### src/rtl/serial_cmd_decoder.sv
// Consumes receiver bytes over a level RDY/RD_ACK handshake and decodes HDR/index/value/XOR frames into a register file.
// Optional SERIAL_CMD_ERR_CNT_EN adds a saturating ERR_CNT output, cleared by a checksummed frame with index 8'hFF.
module serial_cmd_decoder #(
  parameter int          AW      = 3,
  parameter logic [7:0]  HDR     = 8'hA5,
  parameter logic [15:0] TIMEOUT = 16'd50000
) (
  input  logic                 CLK,
  input  logic                 RST,
  input  logic [7:0]           RX_DATA,
  input  logic                 RX_RDY,
  output logic                 RD_ACK,
  output logic                 WE,
  output logic [AW-1:0]        WADDR,
  output logic [7:0]           WDATA,
  output logic [8*(2**AW)-1:0] REGS,
  output logic                 ERR
`ifdef SERIAL_CMD_ERR_CNT_EN
  ,
  output logic [7:0]           ERR_CNT
`endif
);

  localparam int NREG = 2**AW;

  typedef enum logic {H_IDLE, H_ACK} hs_t;
  typedef enum logic [1:0] {P_HDR, P_IDX, P_VAL, P_CHK} ps_t;

  hs_t                  r_hst;
  ps_t                  r_pst;
  logic                 r_rd_ack;
  logic                 r_we;
  logic                 r_err;
  logic [AW-1:0]        r_waddr;
  logic [7:0]           r_wdata;
  logic [NREG-1:0][7:0] r_regs;
  logic [7:0]           r_idx;
  logic [7:0]           r_val;
  logic [7:0]           r_chk;
  logic [15:0]          r_tmo;

  logic w_cap;
  logic w_chk_ok;
  logic w_in_rng;
  logic w_end;
  logic w_clr;
  logic w_wr;
  logic w_tmo;
  logic w_err;

  // A byte is taken only from H_IDLE, so RD_ACK must drop before the next capture.
  assign w_cap    = (r_hst == H_IDLE) && RX_RDY;
  assign w_chk_ok = (RX_DATA == r_chk);
  assign w_in_rng = ((r_idx >> AW) == 8'd0);
  assign w_end    = w_cap && (r_pst == P_CHK);
  assign w_wr     = w_end && w_chk_ok && w_in_rng && !w_clr;
  // Capture wins over a coincident timeout.
  assign w_tmo    = !w_cap && (r_pst != P_HDR) && ((r_tmo + 16'd1) == TIMEOUT);
  assign w_err    = (w_end && !w_wr && !w_clr) || w_tmo;

  always_ff @(posedge CLK or negedge RST) begin
    if (!RST) begin
      r_hst    <= H_IDLE;
      r_rd_ack <= 1'b0;
    end else begin
      case (r_hst)
        H_IDLE: begin
          if (RX_RDY) begin
            r_rd_ack <= 1'b1;
            r_hst    <= H_ACK;
          end
        end
        H_ACK: begin
          if (!RX_RDY) begin
            r_rd_ack <= 1'b0;
            r_hst    <= H_IDLE;
          end
        end
        default: begin
          r_rd_ack <= 1'b0;
          r_hst    <= H_IDLE;
        end
      endcase
    end
  end

  always_ff @(posedge CLK or negedge RST) begin
    if (!RST) begin
      r_pst   <= P_HDR;
      r_we    <= 1'b0;
      r_err   <= 1'b0;
      r_waddr <= '0;
      r_wdata <= 8'd0;
      r_regs  <= '0;
      r_idx   <= 8'd0;
      r_val   <= 8'd0;
      r_chk   <= 8'd0;
      r_tmo   <= 16'd0;
    end else begin
      r_we  <= w_wr;
      r_err <= w_err;
      if (w_cap) begin
        r_tmo <= 16'd0;
        case (r_pst)
          P_HDR: begin
            if (RX_DATA == HDR) begin
              r_chk <= HDR;
              r_pst <= P_IDX;
            end
          end
          P_IDX: begin
            r_idx <= RX_DATA;
            r_chk <= r_chk ^ RX_DATA;
            r_pst <= P_VAL;
          end
          P_VAL: begin
            r_val <= RX_DATA;
            r_chk <= r_chk ^ RX_DATA;
            r_pst <= P_CHK;
          end
          P_CHK: begin
            r_pst <= P_HDR;
            if (w_wr) begin
              r_regs[r_idx[AW-1:0]] <= r_val;
              r_waddr               <= r_idx[AW-1:0];
              r_wdata               <= r_val;
            end
          end
          default: r_pst <= P_HDR;
        endcase
      end else if (r_pst == P_HDR) begin
        r_tmo <= 16'd0;
      end else if (w_tmo) begin
        r_pst <= P_HDR;
        r_tmo <= 16'd0;
      end else begin
        r_tmo <= r_tmo + 16'd1;
      end
    end
  end

`ifdef SERIAL_CMD_ERR_CNT_EN
  logic [7:0] r_err_cnt;

  assign w_clr = w_end && w_chk_ok && (r_idx == 8'hFF);

  always_ff @(posedge CLK or negedge RST) begin
    if (!RST) begin
      r_err_cnt <= 8'd0;
    end else if (w_clr) begin
      r_err_cnt <= 8'd0;
    end else if (w_err && (r_err_cnt != 8'hFF)) begin
      r_err_cnt <= r_err_cnt + 8'd1;
    end
  end

  assign ERR_CNT = r_err_cnt;
`else
  assign w_clr = 1'b0;
`endif

  assign RD_ACK = r_rd_ack;
  assign WE     = r_we;
  assign ERR    = r_err;
  assign WADDR  = r_waddr;
  assign WDATA  = r_wdata;
  assign REGS   = r_regs;

endmodule
### config.mk
export PLATFORM = sky130hd
export DESIGN_NAME = serial_cmd_decoder
export DESIGN_NICKNAME = d
export VERILOG_FILES = /design/src/rtl/serial_cmd_decoder.sv
export SDC_FILE = /design/constraint.sdc
export NUM_CORES = 1
export LEC_CHECK = 0
export ABC_AREA = 0
export CORE_MARGIN = 2
export CORE_UTILIZATION = 28
export CTS_BUF_LIST = sky130_fd_sc_hd__clkbuf_8
export CTS_CLUSTER_DIAMETER = 30
export CTS_CLUSTER_SIZE = 14
export DETAILED_ROUTE_END_ITERATION = 10
export PLACE_DENSITY = 0.5
export SETUP_SLACK_MARGIN = 0.15
export SYNTH_ARGS = -nofsm -noshare
export SYNTH_HDL_FRONTEND = slang
export SYNTH_SLANG_ARGS = --single-unit
### constraint.sdc
create_clock -name CLK -period 3.19 [get_ports CLK]
set_input_delay 0.638 -clock CLK [delete_from_list [all_inputs] [get_ports CLK]]
set_output_delay 0.638 -clock CLK [all_outputs]
set_load 0.02 [all_outputs]
* Word level (Yosys, flattened, before mapping) *
Cells that the tools add are included.

word-level totals
  register bits = 121
  bits of input ports = 11
  output and inout bits = 78
  word-level logic and storage cells = 74

operators by class
  add/subtract/negate cells = 1
  magnitude comparators = 2
  equal/unequal tests = 10
  mux-type cells = 17
  bitwise gates (word level) = 2
  reductions and logical operators = 23

operators with widths
  cell                                                 count
  bitwise mux 64 bit                                   1
  two-way mux 16 bit                                   3
  demux 8 bit (select 3 bit)                           1
  adder 16 x 1 -> 16 bit, second input constant        1
  == test 16 bit, second input constant                1
  two-way mux 8 bit                                    2
  case mux 8 bit (2 select lines)                      1
  AND reduction 3 bit                                  3
  == test 8 bit                                        1
  == test 8 bit, second input constant                 1
  logical AND 1 bit                                    8
  zero test 8 bit                                      1
  two-way mux 2 bit                                    4
  inequality test 2 bit, second input constant         4
  case mux 2 bit (4 select lines)                      1
  bitwise XOR 8 bit                                    1
  AND reduction 2 bit                                  3
  nonzero test 2 bit                                   3
  == test 2 bit, second input constant                 2
  < comparator 3 x 4 -> 1 bit, second input constant   1
  >= comparator 3 x 1 -> 1 bit, second input constant  1
  two-way mux 1 bit                                    3
  == test 2 x 1 -> 1 bit, second input constant        1
  zero test 1 bit                                      2
  other kinds (5)                                      5

* Logic depth before layout (Yosys ltp) *
  word-level depth = 8
  depth in mapped cells = 10
  gate-level depth less buffers = 8

* Worst setup path before layout *
No wires, ideal clock.

  path type = input port to flip-flop
  from = input port RX_RDY
  to = register r_regs, in the netlist REGS[10]
  library setup time = 125 ps
  data arrival time = 2751 ps
  required time = 3065 ps
  path slack = 314 ps
  cell stages on the path = 9
  buffers on the path = 2
  cells stage by stage = ha_1 -> clkbuf_1 -> nand2_1 -> or3_1 -> nor4_4 -> nand2b_1 -> buf_2 -> nor3b_4 -> mux2_2

between the ends
  cells in the longest elaborated chain, start to end = 5

RTL lines
  element                                 RTL line  text
  start: declaration                      11        input logic RX_RDY,
  logical AND 1 bit *                     52        assign w_cap = (r_hst == H_IDLE) && RX_RDY;
  logical AND 1 bit                       55        assign w_end = w_cap && (r_pst == P_CHK);
  logical AND 1 bit (2 in series)         56        assign w_wr = w_end && w_chk_ok && w_in_rng && !w_clr;
  AND reduction 3 bit (no source line) *  -
  end signal: indexed assignment          124       r_regs[r_idx[AW-1:0]] <= r_val;
  end: declaration                        36        logic [NREG-1:0][7:0] r_regs;

Mark *: on every way between the ends. The rest lies on a longest branch, timed or not.
A chain may end at the register's enable or synchronous reset.

* Worst setup path after layout *
  from = input port RX_RDY
  to = register r_regs, in the netlist REGS[41]

Same word-level chain as after synthesis.

==> results.ini <==
[routing]
drc = 14
drt-pass1-iter-count = 10
wire_per_inst_um = 16.4
finalWirelength_um = 12100
ant_nets = 0
viasPerCell = 4.63
vias = 3415
first_iter_violations = 182

[pwr]
switchingPower_w = 0.00124
p_per_area_mw_per_mm2 = 597
ir_drop_mv = 0.285
combPwrFrac_pct = 14.7
cell_internal_pwr_w = 0.00290
p_leak_nw = 3.17
seq_power_share_pct = 50.2
p_clk_share_pct = 35.1
swShare_pct = 30.0

[synthesis]
yosys.area.top_type_share_pct = 58.4
synth_area_per_cell_um2 = 13.4
yosys_warnings = 0
synth_edf_count = 0
async_reset_ff_share_pct = 100
ys_types = 43
syn_inst = 386
syn_nets = 404
synth_top_area_cell = dfrtp_1
ys_seq_elements = 121
synth.area.top_cells = dfrtp_1, mux2_2, xnor2_1
ys_seq_area_share_pct = 58.4
synth_ff_type = dfrtp_1
syn_area_mm2 = 0.00518

[min_path]
worstHoldPathType = in2async

[critical_path]
critPathArrivalTime_ps = 3160
path_delay_family = simple AND/OR/NAND/NOR gates
cp_num_buf_inv = 3
critPathLaunchType = input port
worstReg2RegStart = r_idx[3]$_DFFE_PN0P_
critPathRequiredTime_ps = 3510
slowest_delay_ps = 500
crit_fanout = 8
startpoint = RX_RDY
cpMostUsedCell = buf_4
endpoint_kind = register
rr_worst_depth = 8
crit_cells = 10
worst_path_max_delay_cell = clkdlybuf4s50_1
worstPathCellList = clkdlybuf4s50_1 -> ha_1 -> nand2_1 -> or3_1 -> nor4_4 -> buf_4 -> and2_0 -> buf_4 -> nand3b_2 -> mux2_2
crit_type = in2reg

[placed_design]
numPortBuffers = 88
post-place-ws_ps = -128
placed_area_mm2 = 0.00650
dp_cells = 706
dpl.hpwl_um = 8610
place_congestion = 0.761

[global_route]
grt_pass1_vias = 3472
grt_max_degree = 53
grt_use_total_pct = 13.1
gr-total-overflow = 0
grt_pass1_wl_um = 19600
antenna_found_initial = 0

[die]
die_x_um = 140
start_util_pct = 28.7
core_mm2 = 0.0181
die_height_um = 140
dieArea_mm2 = 0.0196
rows = 49
pin_count = 89

[clocking]
cts_num_sinks = 121
clk_pin_slew_ps = 70
clk_latency_ps = 440
ctsResizeCount = 0
htree_num_levels = 4
clockBufferDepth = 2
cts_buffers = 17
cts_tree = built
root_buffer = clkbuf_8
cts_hold_buf = 0
cts_setup_buffers = 0

[timing]
tightest_slew_ps = 593
finalSetupViolCount = 0
slew_viol_final = 0
relSlewSlack_pct = 60.5
fin_ws_ps = 349
period_needed_ps = 2840
grt_setup_unrepaired = false
finalClockSkew_ps = 14.5
fin_setup_tns_ps = 0
min_period_over_period_pct = 89.1
max_freq_mhz = 352
hold_viol_final = 0

[finish]
final_cells = 737
finalInstanceArea_mm2 = 0.00693
nets = 514
fill_cells = 1699
drive_gt1_share_pct = 29.7
area_delta_synth_final_pct = 33.6
diodes = 0
finish.utilization_pct = 38.3

[status]
status = complete, but fails checks
violations = design-rule violations

[job]
max_cap_violations = 0

flip-flops by register name, indices dropped and copies added (netlist names):
signal	flops
WDATA	8
r_tmo	16
REGS	64
r_idx	8
WE	1
WADDR	3
r_hst	1
RD_ACK	1
ERR	1
r_pst	2
r_chk	8
r_val	8
kinds of logic (layout without fill, tap and decap cells):
family                     after synthesis  in the layout  share of synthesized area, %
AOI/OAI and AO/OA                       27             27                          3.60
xor gates and xnor gates                24             24                          4.05
adders and majority gates                7              7                          1.69
buffers and inverters                   24            146                          1.76
DFF                                    121            121                          58.4
muxes                                   92             92                          20.0
and+or+nand+nor                         91             91                          10.5
power by group through the flow:
| stage | clock network (W) | logic (W) | registers (W) |
|---|---|---|---|
| floorplan | 0 | 0.000593 | 0.00183 |
| global placement | 0 | 0.000607 | 0.00212 |
| detailed placement | 0 | 0.000615 | 0.00213 |
| CTS | 0.00151 | 0.000617 | 0.00211 |
| global route | 0.00158 | 0.000685 | 0.00212 |
| finish | 0.00145 | 0.000607 | 0.00208 |
synthesized netlist by cell type, types with 5 or more instances:
cell type and number:
xnor2_1 14, nand3_1 7, nand4_1 6, inv_1 5, o21a_1 5, xor2_1 10
nand2_1 22, ha_1 7, nor3_1 11, nor2_1 14, clkbuf_1 8, o21ai_0 7
mux2_2 91, dfrtp_1 121, buf_1 10
final cells by class:
| cell class | count | area (um^2) | share of cell area, % |
|---|---|---|---|
| clock buffers | 19 | 262 | 3.78 |
| clock inverters | 12 | 160 | 2.31 |
| inverters | 5 | 18.8 | 0.271 |
| multi-input cells | 241 | 2070 | 29.8 |
| flip-flops and latches | 121 | 3030 | 43.7 |
| well taps | 229 | 287 | 4.14 |
| repair buffers | 110 | 1110 | 16.0 |
final timing paths:
check                                       end  slack (ps)
hold / removal             REGS[41]$_DFFE_PN0P_         200
max in group asynchronous          WE$_DFF_PN0_        2190
hold reg to reg              RD_ACK$_DFFE_PN0P_         470
min in group CLK             RD_ACK$_DFFE_PN0P_         470
setup reg to reg           REGS[41]$_DFFE_PN0P_         480
setup / recovery           REGS[41]$_DFFE_PN0P_         350
metal layers:
layer  up-vias  routed length, um  GRT usage (%)  part of all wire (%)
met2        83               5580           20.2                    46
met5         -                  0              0                     0
met1      1728               5770           17.6                    48
met4         0                189           4.94                   1.6
li1       1587                  -              -                     -
met3        17                539           3.62                   4.5
cells in the final DEF (no fill, tap or decap), types with 2 or more instances in the layout:
cell             Yosys  routed
o21ai_0              7       7
xnor2_1             14      14
nor2_1              14      14
mux2_2              91      91
nand4_1              6       6
xor2_1              10      10
or2_2                2       2
o21a_1               5       5
nor3b_4              2       2
o22a_1               4       4
dfrtp_1            121     121
clkbuf_8             0      19
nand3b_2             2       2
a21o_1               4       4
inv_1                5      10
clkdlybuf4s50_1      0      87
buf_12               0       5
ha_1                 7       7
a21boi_0             2       2
bufinv_16            0       4
a31oi_1              2       2
buf_4                0      18
nand2_1             22      22
and4_1               4       4
nor4_1               2       2
nor3b_1              4       4
nor3_1              11      11
nand3_1              7       7
nand2b_1             2       2
nor4bb_1             2       2
per-stage QoR:
stage / total power (W) / hold WS (ps)
after CTS: 0.00423 / 199
after global placement: 0.00273 / 450
final: 0.00414 / 204
after global routing: 0.00438 / 224
after detailed placement: 0.00275 / 455
after floorplan: 0.00242 / 342
(Power assumes the default switching activity.)
